**config.mk**
```make
export PLATFORM = sky130hd
export DESIGN_NAME = logic_gate_unit
export DESIGN_NICKNAME = d
export VERILOG_FILES = /design/src/rtl/logic_gate_unit.sv
export SDC_FILE = /design/constraint.sdc
export NUM_CORES = 1
export LEC_CHECK = 0
export CORE_MARGIN = 1.5
export CORE_UTILIZATION = 40
export CTS_BUF_LIST = sky130_fd_sc_hd__clkbuf_4 sky130_fd_sc_hd__clkbuf_8
export CTS_CLUSTER_SIZE = 16
export DETAILED_ROUTE_END_ITERATION = 12
export DONT_BUFFER_PORTS = 1
export SYNTH_ARGS = -nofsm -noshare
export SYNTH_HDL_FRONTEND = slang
export SYNTH_SLANG_ARGS = --single-unit
```
**constraint.sdc**
```tcl
create_clock -name clk -period 2.5 [get_ports clk]
set_clock_uncertainty 0.1 [all_clocks]
set_input_delay 0.375 -clock clk [delete_from_list [all_inputs] [get_ports clk]]
set_output_delay 0.375 -clock clk [all_outputs]
set_load 0.005 [all_outputs]
```
**src/rtl/logic_gate_unit.sv**
```systemverilog
// logic_gate_unit
//   Two-stage elastic pipeline that applies one of eight bitwise operations
//   to a pair of WIDTH-bit operands. Each result carries zero/parity flags,
//   and a saturating counter tracks completed output handshakes.
//
// Ports:
//   clk           rising-edge clock
//   reset_n       asynchronous active-low reset
//   input_a/b     operands (WIDTH bits)
//   op            operation select, captured with the operands
//                 000 AND, 001 OR, 010 XOR, 011 NAND,
//                 100 NOR, 101 XNOR, 110 NOT A, 111 PASS A
//   in_valid      operands/op valid
//   in_ready      unit can accept this cycle (combinational from out_ready)
//   result        registered operation result
//   result_zero   result == 0
//   result_parity XOR-reduce of result
//   out_valid     result/flags valid
//   out_ready     consumer accepts this cycle
//   count_clr     synchronous clear of op_count (wins over a handshake)
//   op_count      completed output handshakes, saturating
module logic_gate_unit #(
  parameter int WIDTH   = 8,
  parameter int COUNT_W = 16
) (
  input  logic               clk,
  input  logic               reset_n,
  input  logic [WIDTH-1:0]   input_a,
  input  logic [WIDTH-1:0]   input_b,
  input  logic [2:0]         op,
  input  logic               in_valid,
  output logic               in_ready,
  output logic [WIDTH-1:0]   result,
  output logic               result_zero,
  output logic               result_parity,
  output logic               out_valid,
  input  logic               out_ready,
  input  logic               count_clr,
  output logic [COUNT_W-1:0] op_count
);

  // Stage 1: captured operands and op
  logic [WIDTH-1:0]   s1_a_q, s1_a_d;
  logic [WIDTH-1:0]   s1_b_q, s1_b_d;
  logic [2:0]         s1_op_q, s1_op_d;
  logic               s1_valid_q, s1_valid_d;

  // Stage 2: result and flags
  logic [WIDTH-1:0]   result_q, result_d;
  logic               zero_q, zero_d;
  logic               parity_q, parity_d;
  logic               s2_valid_q, s2_valid_d;

  logic [COUNT_W-1:0] count_q, count_d;

  logic               s2_free;
  logic               s1_adv;
  logic               in_fire;
  logic               out_fire;
  logic [WIDTH-1:0]   op_res;

  // Handshake network. in_ready looks through stage 2 so a full pipe keeps
  // streaming at one transaction per cycle while the consumer is ready.
  always_comb begin
    s2_free  = !s2_valid_q || out_ready;
    s1_adv   = s1_valid_q && s2_free;
    in_ready = !s1_valid_q || s2_free;
    in_fire  = in_valid && in_ready;
    out_fire = s2_valid_q && out_ready;
  end

  // Bitwise operation on stage-1 data
  always_comb begin
    op_res = '0;
    case (s1_op_q)
      3'b000: op_res = s1_a_q & s1_b_q;
      3'b001: op_res = s1_a_q | s1_b_q;
      3'b010: op_res = s1_a_q ^ s1_b_q;
      3'b011: op_res = ~(s1_a_q & s1_b_q);
      3'b100: op_res = ~(s1_a_q | s1_b_q);
      3'b101: op_res = ~(s1_a_q ^ s1_b_q);
      3'b110: op_res = ~s1_a_q;
      3'b111: op_res = s1_a_q;
    endcase
  end

  // Next-state logic
  always_comb begin
    s1_a_d     = s1_a_q;
    s1_b_d     = s1_b_q;
    s1_op_d    = s1_op_q;
    s1_valid_d = s1_valid_q;
    result_d   = result_q;
    zero_d     = zero_q;
    parity_d   = parity_q;
    s2_valid_d = s2_valid_q;
    count_d    = count_q;

    // Stage 1 loads on input handshake, empties when it hands off with
    // nothing new arriving.
    if (in_fire) begin
      s1_a_d     = input_a;
      s1_b_d     = input_b;
      s1_op_d    = op;
      s1_valid_d = 1'b1;
    end else if (s1_adv) begin
      s1_valid_d = 1'b0;
    end

    // Stage 2 only updates on an advance, so the output holds during a stall.
    if (s1_adv) begin
      result_d   = op_res;
      zero_d     = (op_res == '0);
      parity_d   = ^op_res;
      s2_valid_d = 1'b1;
    end else if (out_ready) begin
      s2_valid_d = 1'b0;
    end

    if (count_clr) begin
      count_d = '0;
    end else if (out_fire && (count_q != {COUNT_W{1'b1}})) begin
      count_d = count_q + 1'b1;
    end
  end

  always_ff @(posedge clk or negedge reset_n) begin
    if (!reset_n) begin
      s1_a_q     <= '0;
      s1_b_q     <= '0;
      s1_op_q    <= '0;
      s1_valid_q <= 1'b0;
      result_q   <= '0;
      zero_q     <= 1'b0;
      parity_q   <= 1'b0;
      s2_valid_q <= 1'b0;
      count_q    <= '0;
    end else begin
      s1_a_q     <= s1_a_d;
      s1_b_q     <= s1_b_d;
      s1_op_q    <= s1_op_d;
      s1_valid_q <= s1_valid_d;
      result_q   <= result_d;
      zero_q     <= zero_d;
      parity_q   <= parity_d;
      s2_valid_q <= s2_valid_d;
      count_q    <= count_d;
    end
  end

  assign result        = result_q;
  assign result_zero   = zero_q;
  assign result_parity = parity_q;
  assign out_valid     = s2_valid_q;
  assign op_count      = count_q;

endmodule

```
==> results of run 1 <==
-- area by class of cell --
class / instances / area (um2)
fill: 732 / 4160
sequential: 47 / 1180
tap: 102 / 128
timing repair buffer: 19 / 165
inverter: 20 / 75.1
clock inverter: 2 / 16.3
multi-input combinational: 247 / 1850
clock buffer: 6 / 82.6
-- what timing repair did --
| action | CTS | global route |
|---|---|---|
| hold buffers | 2 | 0 |
| buffers inserted | 0 | 1 |
| endpoints found under the hold margin | 47 | 0 |
| setup endpoints to repair | 1 | 1 |
| pin swaps | 0 | 5 |
| resized for setup | 1 | 6 |
-- power by group through the flow --
stage	registers [mW]	clock network, mW	logic, mW
3_3_place_gp	1.00	0	0.768
5_1_grt	1.00	0.554	0.979
2_1_floorplan	0.959	0	0.638
4_1_cts	0.990	0.518	0.820
6_report	0.984	0.500	0.877
3_5_place_dp	1.00	0	0.789
-- state kept, by name, indices dropped and copies added (netlist names) --
register       flops
op_count          16
result             8
s1_a_q             8
s1_b_q             8
s1_op_q            3
out_valid          1
result_parity      1
result_zero        1
s1_valid_q         1
-- worst max-delay path, stage by stage, from the launching register on --
cell	delay, ps
dfrtp_1	600
nor2_1	190
a22oi_1	300
a21oi_1	100
o21ai_0	250
ha_1	310
xnor2_2	170
xnor2_1	130
o21ai_0	80
-- routing by layer --
| metal | vias to the layer above | GRT usage |
|---|---|---|
| met5 | - | 0 |
| met4 | 0 | 0.0456 |
| met3 | 7 | 0.0436 |
| met2 | 46 | 0.262 |
| met1 | 1145 | 0.207 |
| li1 | 1208 | - |
-- per-stage QoR --
step,area [um2],setup WS (ps),util,instances,hold slack [ps]
6_report,3490,144,0.456,443,22.6
5_1_grt,3490,11.0,0.456,443,11.6
4_1_cts,3450,85.8,0.451,442,12.1
3_5_place_dp,3300,14.4,0.432,432,-19.5
3_3_place_gp,3300,93.5,0.432,432,-19.4
2_1_floorplan,3140,212,-,330,-20.6
-- worst max-delay path by stage --
stage / end / start / cells after the start / slack [ps]
6_report: result_parity$_DFFE_PN0P_ / s1_op_q[1]$_DFFE_PN0P_ / 8 / 140
5_1_grt: result_parity$_DFFE_PN0P_ / s1_b_q[7]$_DFFE_PN0P_ / 11 / 10
4_1_cts: result_parity$_DFFE_PN0P_ / s1_a_q[3]$_DFFE_PN0P_ / 10 / 90
3_5_place_dp: result_parity$_DFFE_PN0P_ / s1_a_q[3]$_DFFE_PN0P_ / 10 / 10
3_3_place_gp: result_parity$_DFFE_PN0P_ / s1_a_q[3]$_DFFE_PN0P_ / 10 / 90
2_1_floorplan: result_parity$_DFFE_PN0P_ / s1_a_q[3]$_DFFE_PN0P_ / 10 / 210
-- layout by cell type, fill, tap and decap left out, types with 5 or more instances in the layout --
cell,count
ha_1,19
nor3_1,5
nand2b_1,5
a31oi_1,6
dfrtp_1,46
o21ai_0,9
buf_4,17
and3_1,5
a211oi_1,9
inv_1,19
nand3_1,9
a21oi_1,19
nand2_1,16
clkbuf_8,6
nor2_1,21
xnor2_1,8
o31ai_1,5
mux2_2,29
nor2b_1,27
or3_1,5
-- cell families after synthesis --
group / count (synthesis) / share of synthesized area
compound gates: 68 / 0.144
xor+xnor: 11 / 0.0307
fa+ha+maj: 21 / 0.0837
buf+inv: 36 / 0.0510
flops: 47 / 0.375
mux: 31 / 0.110
simple gates: 116 / 0.206
==> metrics.csv, run 1 <==
stage,metric,value,unit
detailed_routing,DRT antenna net count,0,
detailed_routing,routed vias,2406,
power,Worst VDD drop,265,uV
clock_network,clk slew on worst S/H paths,90,ps
final_layout,area grow syn2layout,11.1,%
place,detailed placer's ending HPWL,4.83,mm
floorplanning,Die Span Y,91.6,um
hold_path,Hold WC Path Type,in2reg,
power,Pwr per Cell Area,677,nW/um2
detailed_routing,DR WL met2,3.05,mm
timing,crit path time final,2360,ps
synth,post-synth top area share,0.375,
detailed_routing,met3 wire len,292,um
synth,top post-synthesis cells by count,"47 x dfrtp_1, 29 x mux2_2, 27 x nor2b_1, 21 x ha_1, 21 x nor2_1",
synth,sequential fraction of the synthesis area,0.375,
timing,Worst-Margin Slew,559,ps
run,max_cap viols,0,
grt,gr ovfl total,0,
grt,vias in the first global route,2198,
synth,"Top FF cell, synth",dfrtp_1,
synth,Synth area leaders,"dfrtp_1 37%, mux2_2 10%, ha_1 8.4%, nor2b_1 5.4%, a21oi_1 3.0%",
synth,largest area contributor in the netlist,dfrtp_1,
clock_network,H-tree depth,2,
synth,Syn Inst Count,330,
hold_path,Worst Hold End,op_count[2]$_DFFE_PN0P_,
timing,fmax,424,MHz
detailed_routing,drc violations,0,
floorplanning,Starting Density,0.411,
clock_network,CTS buffer count,5,
setup_path,reg-to-reg setup timing slack,140,ps
timing,Hold Fails Final Rpt,0,
floorplanning,io pins,52,
synth,Mapped Avg Cell Area,9.52,um2
final_layout,Final #Nets,385,
hold_path,worst hold stages,1,
clock_network,maximum clock path buffer count,2,
timing,pins over their slew limit,0,
detailed_routing,final wirelength,6.44,mm
setup_path,Critical Path Fanout Max,14,
detailed_routing,M1 WL,3.03,mm
final_layout,ant diodes,0,
place,GPL Wtd Cong,0.811,
setup_path,Crit Path Category,reg2reg,
detailed_routing,DR pass1 iterations,4,
setup_path,reg2reg start,s1_op_q[1]$_DFFE_PN0P_,
synth,Netlist cell types,51,
setup_path,Worst R2R Path Depth,8,
setup_path,startpoint types,register,
setup_path,Crit path required time,2580,ps
floorplanning,Die Span X,91.6,um
hold_path,min-delay src,count_clr,
grt,first-pass GRT wire length,10.8,mm
power,Power Total,2.36,mW
run_status,status,"finished, final reports clean",
power,Sw Share,0.339,
timing,period utilization,0.942,
grt,GRT Total Usage,0.161,
power,Seq pwr share,0.417,
clock_network,clock latency on the worst-skew pair,310,ps
timing,RSZ-0062 raised after global routing,no,
detailed_routing,Via-to-Cell Ratio,5.43,
clock_network,CTS root buf,clkbuf_8,
power,Gate power share,0.371,
power,leakage,1.53,nW
clock_network,CTS sink cnt,47,
synth,synthesized net count,375,
place,port bufs,0,
synth,YS warnings,0,
detailed_routing,top layer in use,met4,
clock_network,CTS tree,yes,
synth,Post-Syn Area,3140,um2
floorplanning,die area,8390,um2
floorplanning,Core Region,7650,um2
timing,final setup TNS,0,ps
setup_path,Worst Path Arrival,2430,ps
floorplanning,Row Count,32,
synth,"EDFF count, synth",0,
final_layout,layout cell share with drive strength beyond 1,0.191,
grt,antenna violations before repair,0,
setup_path,RR Endpoint,result_parity$_DFFE_PN0P_,
setup_path,CP Capture Type,register,
power,Sw Pwr,0.800,mW
timing,Setup-failing EPs final,0,
grt,largest net degree at the start of global routing,48,
detailed_routing,First DRT Iteration DRCs,131,
synth,ys async rst share,1.00,
timing,slew margin rel.,0.627,
synth,most common cell in the netlist,dfrtp_1,
synth,Seq cells post-synth,47,
power,cell internal pwr,1.56,mW
power,Clock Power Share,0.212,
detailed_routing,DR WL/cell,14.5,um
No activity file was read; power rests on OpenSTA's default activity.
==> run 2: changes to the inputs <==
--- a/config.mk
+++ b/config.mk
@@ -11,6 +11,8 @@
 export CTS_CLUSTER_SIZE = 16
 export DETAILED_ROUTE_END_ITERATION = 12
 export DONT_BUFFER_PORTS = 1
+export SETUP_SLACK_MARGIN = 0.05
+export SKIP_CTS_REPAIR_TIMING = 1
 export SYNTH_ARGS = -nofsm -noshare
 export SYNTH_HDL_FRONTEND = slang
 export SYNTH_SLANG_ARGS = --single-unit
==> constraint.sdc (replaced) <==
create_clock -name clk -period 2.3 [get_ports clk]
set_clock_uncertainty 0.1 [all_clocks]
set_input_delay 0.345 -clock clk [delete_from_list [all_inputs] [get_ports clk]]
set_output_delay 0.345 -clock clk [all_outputs]
set_load 0.005 [all_outputs]
==> run 2 against run 1 <==
Effect of this change:
- the flow now finishes with violations (negative setup slack)
- largest cell class unchanged
- core utilization rose by 1.6 points
- cell area rose by 3.5%
- sequential share of layout area shrank 1.2 points
==> metrics.csv, run 2 (synthesis results as in run 1) <==
stage,metric,value,unit,change
run_status,status,"complete, but fails checks",,
run_status,failing checks,negative setup slack,,
timing,Setup WS post-layout,-80.0,ps,-224 ps
clock_network,CTS tree,yes,,
floorplanning,die area,8390,um2,unchanged
floorplanning,Core Region,7650,um2,unchanged
setup_path,CP Capture Type,register,,
grt,vias in the first global route,2172,,-1.2%
setup_path,CP Launch Point,s1_a_q[3]$_DFFE_PN0P_,,
hold_path,min-delay src,in_valid,,
grt,M1 GR Usage,0.214,,+0.00679
grt,GRT Total Usage,0.163,,+0.00287
run,max_cap viols,0,,unchanged
clock_network,clock latency on the worst-skew pair,300,ps,about the same
setup_path,Crit Path Category,reg2reg,,
clock_network,H-tree depth,2,,unchanged
timing,final setup TNS,-80.0,ps,-80.0 ps
setup_path,startpoint types,register,,
timing,pins over their slew limit,0,,unchanged
grt,gr ovfl total,0,,unchanged
detailed_routing,final wirelength,6.65,mm,+3.2%
place,port bufs,0,,unchanged
timing,crit path time final,2380,ps,+23.8 ps
timing,slew margin rel.,0.625,,-0.00201
setup_path,Critical Path Fanout Max,4,,-10
timing,Setup-failing EPs final,1,,+1
detailed_routing,DR WL/cell,14.6,um,+0.74%
floorplanning,Die Span X,91.6,um,unchanged
setup_path,Crit path required time,2360,ps,-220 ps
final_layout,ant diodes,0,,unchanged
grt,first-pass GRT wire length,10.9,mm,+1.0%
clock_network,maximum clock path buffer count,2,,unchanged
clock_network,CTS root buf,clkbuf_8,,
hold_path,Hold WC Path Type,in2reg,,
floorplanning,Starting Density,0.411,,unchanged
final_layout,max reg flops,16,,unchanged
grt,met2 Usage GRT,0.263,,+0.000622
power,leakage,1.61,nW,+4.9%
clock_network,clk slew on worst S/H paths,90,ps,about the same
power,Pwr per Cell Area,752,nW/um2,+11%
detailed_routing,DRT antenna net count,0,,unchanged
place,GPL Wtd Cong,0.817,,+0.74%
setup_path,Worst Path Arrival,2440,ps,about the same
final_layout,area grow syn2layout,15.1,%,
grt,largest net degree at the start of global routing,48,,unchanged
timing,fmax,420,MHz,-1.0%
detailed_routing,DR pass1 iterations,5,,+1
place,detailed placer's ending HPWL,4.88,mm,+0.96%
detailed_routing,First DRT Iteration DRCs,82,,-37%
final_layout,"commonest non-fill, non-tap cell in the layout",dfrtp_1,,
final_layout,Final #Nets,397,,+3.1%
grt,antenna violations before repair,0,,unchanged
setup_path,Max stage delay on crit path,400,ps,-200 ps
setup_path,CP cell instances,inv_1 > ha_1 > nor3b_2 > a211o_1 > a221oi_2 > or2_4 > ha_4 > xnor2_2 > xnor2_1 > o21ai_1,,
detailed_routing,Via-to-Cell Ratio,5.27,,-3.0%
timing,Hold Fails Final Rpt,0,,unchanged
setup_path,slowest CP cell,dfrtp_1,,
clock_network,CTS sink cnt,47,,unchanged
timing,Worst-Margin Slew,562,ps,+3.01 ps
final_layout,"commonest non-fill, non-tap cells in the layout","47 x dfrtp_1, 29 x mux2_2, 27 x nor2b_1",,
grt,GR Util met3,0.0444,,+0.000838
setup_path,reg2reg start,s1_a_q[3]$_DFFE_PN0P_,,
timing,period utilization,1.03,,+0.0923
floorplanning,io pins,52,,unchanged
detailed_routing,drc violations,0,,unchanged
final_layout,layout cell share with drive strength beyond 1,0.224,,+0.0338
power,Worst VDD drop,508,uV,+92%
timing,RSZ-0062 raised after global routing,yes,,
floorplanning,Row Count,32,,unchanged
detailed_routing,routed vias,2393,,-0.54%
timing,hold_ws,51.4,ps,+28.8 ps
floorplanning,Die Span Y,91.6,um,unchanged
grt,busiest grt layer,met2,,
clock_network,CTS buffer count,5,,unchanged
-- run 2: cell count changes in the layout (fill, tap and decap cells not counted), sizes merged --
| cell | before | now |
|---|---|---|
| clkinvlp | 1 | 0 |
| inv | 19 | 20 |
| bufinv | 0 | 1 |
| dlygate4sd3 | 1 | 2 |
| buf | 18 | 29 |
| clkinv | 2 | 0 |
-- run 2: stage by stage --
stage          std cells  utilization  total power [mW]  instance area [um2]  worst slack (ps)
3_5_place_dp         440        0.442              2.01                 3380             -79.8
2_1_floorplan        330            -              1.74                 3150              66.4
3_3_place_gp         440        0.442              1.98                 3380             -19.3
5_1_grt              454        0.473              2.92                 3610              -166
6_report             454        0.473              2.72                 3610             -80.0
4_1_cts              447        0.456              2.62                 3490              -100
-- run 2: critical path: cells and delay by family, from the launching register on --
family                     cells  cell delay (ps)
and+or+nand+nor                2              340
DFF                            1              400
buffers and inverters          1               60
xor gates and xnor gates       2              280
AOI/OAI and AO/OA              3              580
adders and majority gates      2              490
-- run 2: layer usage --
metal | up-vias | share of wire
met5 | - | 0
met4 | 0 | 0.011
met3 | 7 | 0.055
met2 | 51 | 0.47
met1 | 1111 | 0.46
li1 | 1224 | -
-- run 2: layout make-up --
cell class / count / area (um2)
well taps: 102 / 128
flip-flops and latches: 47 / 1180
repair buffers: 31 / 274
fillers: 717 / 4030
inverters: 20 / 75.1
clock buffers: 6 / 76.3
multi-input cells: 247 / 1850
clock inverters: 1 / 30.0
-- run 2: final timing paths --
| kind | to | slack, ps | cells after the start |
|---|---|---|---|
| hold reg to reg | result[2]$_DFFE_PN0P_ | 420 | 2 |
| setup / recovery | result_parity$_DFFE_PN0P_ | -80 | 10 |
| max in group asynchronous | s1_op_q[1]$_DFFE_PN0P_ | 1420 | 2 |
| setup reg to reg | result_parity$_DFFE_PN0P_ | -80 | 10 |
| hold / removal | s1_valid_q$_DFFE_PN0P_ | 50 | 1 |
| min in group asynchronous | op_count[14]$_DFFE_PN0P_ | 450 | 2 |
-- run 2: where the power goes --
part | leakage [nW] | internal (mW) | total (mW) | switching, mW
logic | 0.966 | 0.567 | 1.06 | 0.488
registers | 0.588 | 0.945 | 1.06 | 0.112
clock network | 0.0547 | 0.331 | 0.605 | 0.274
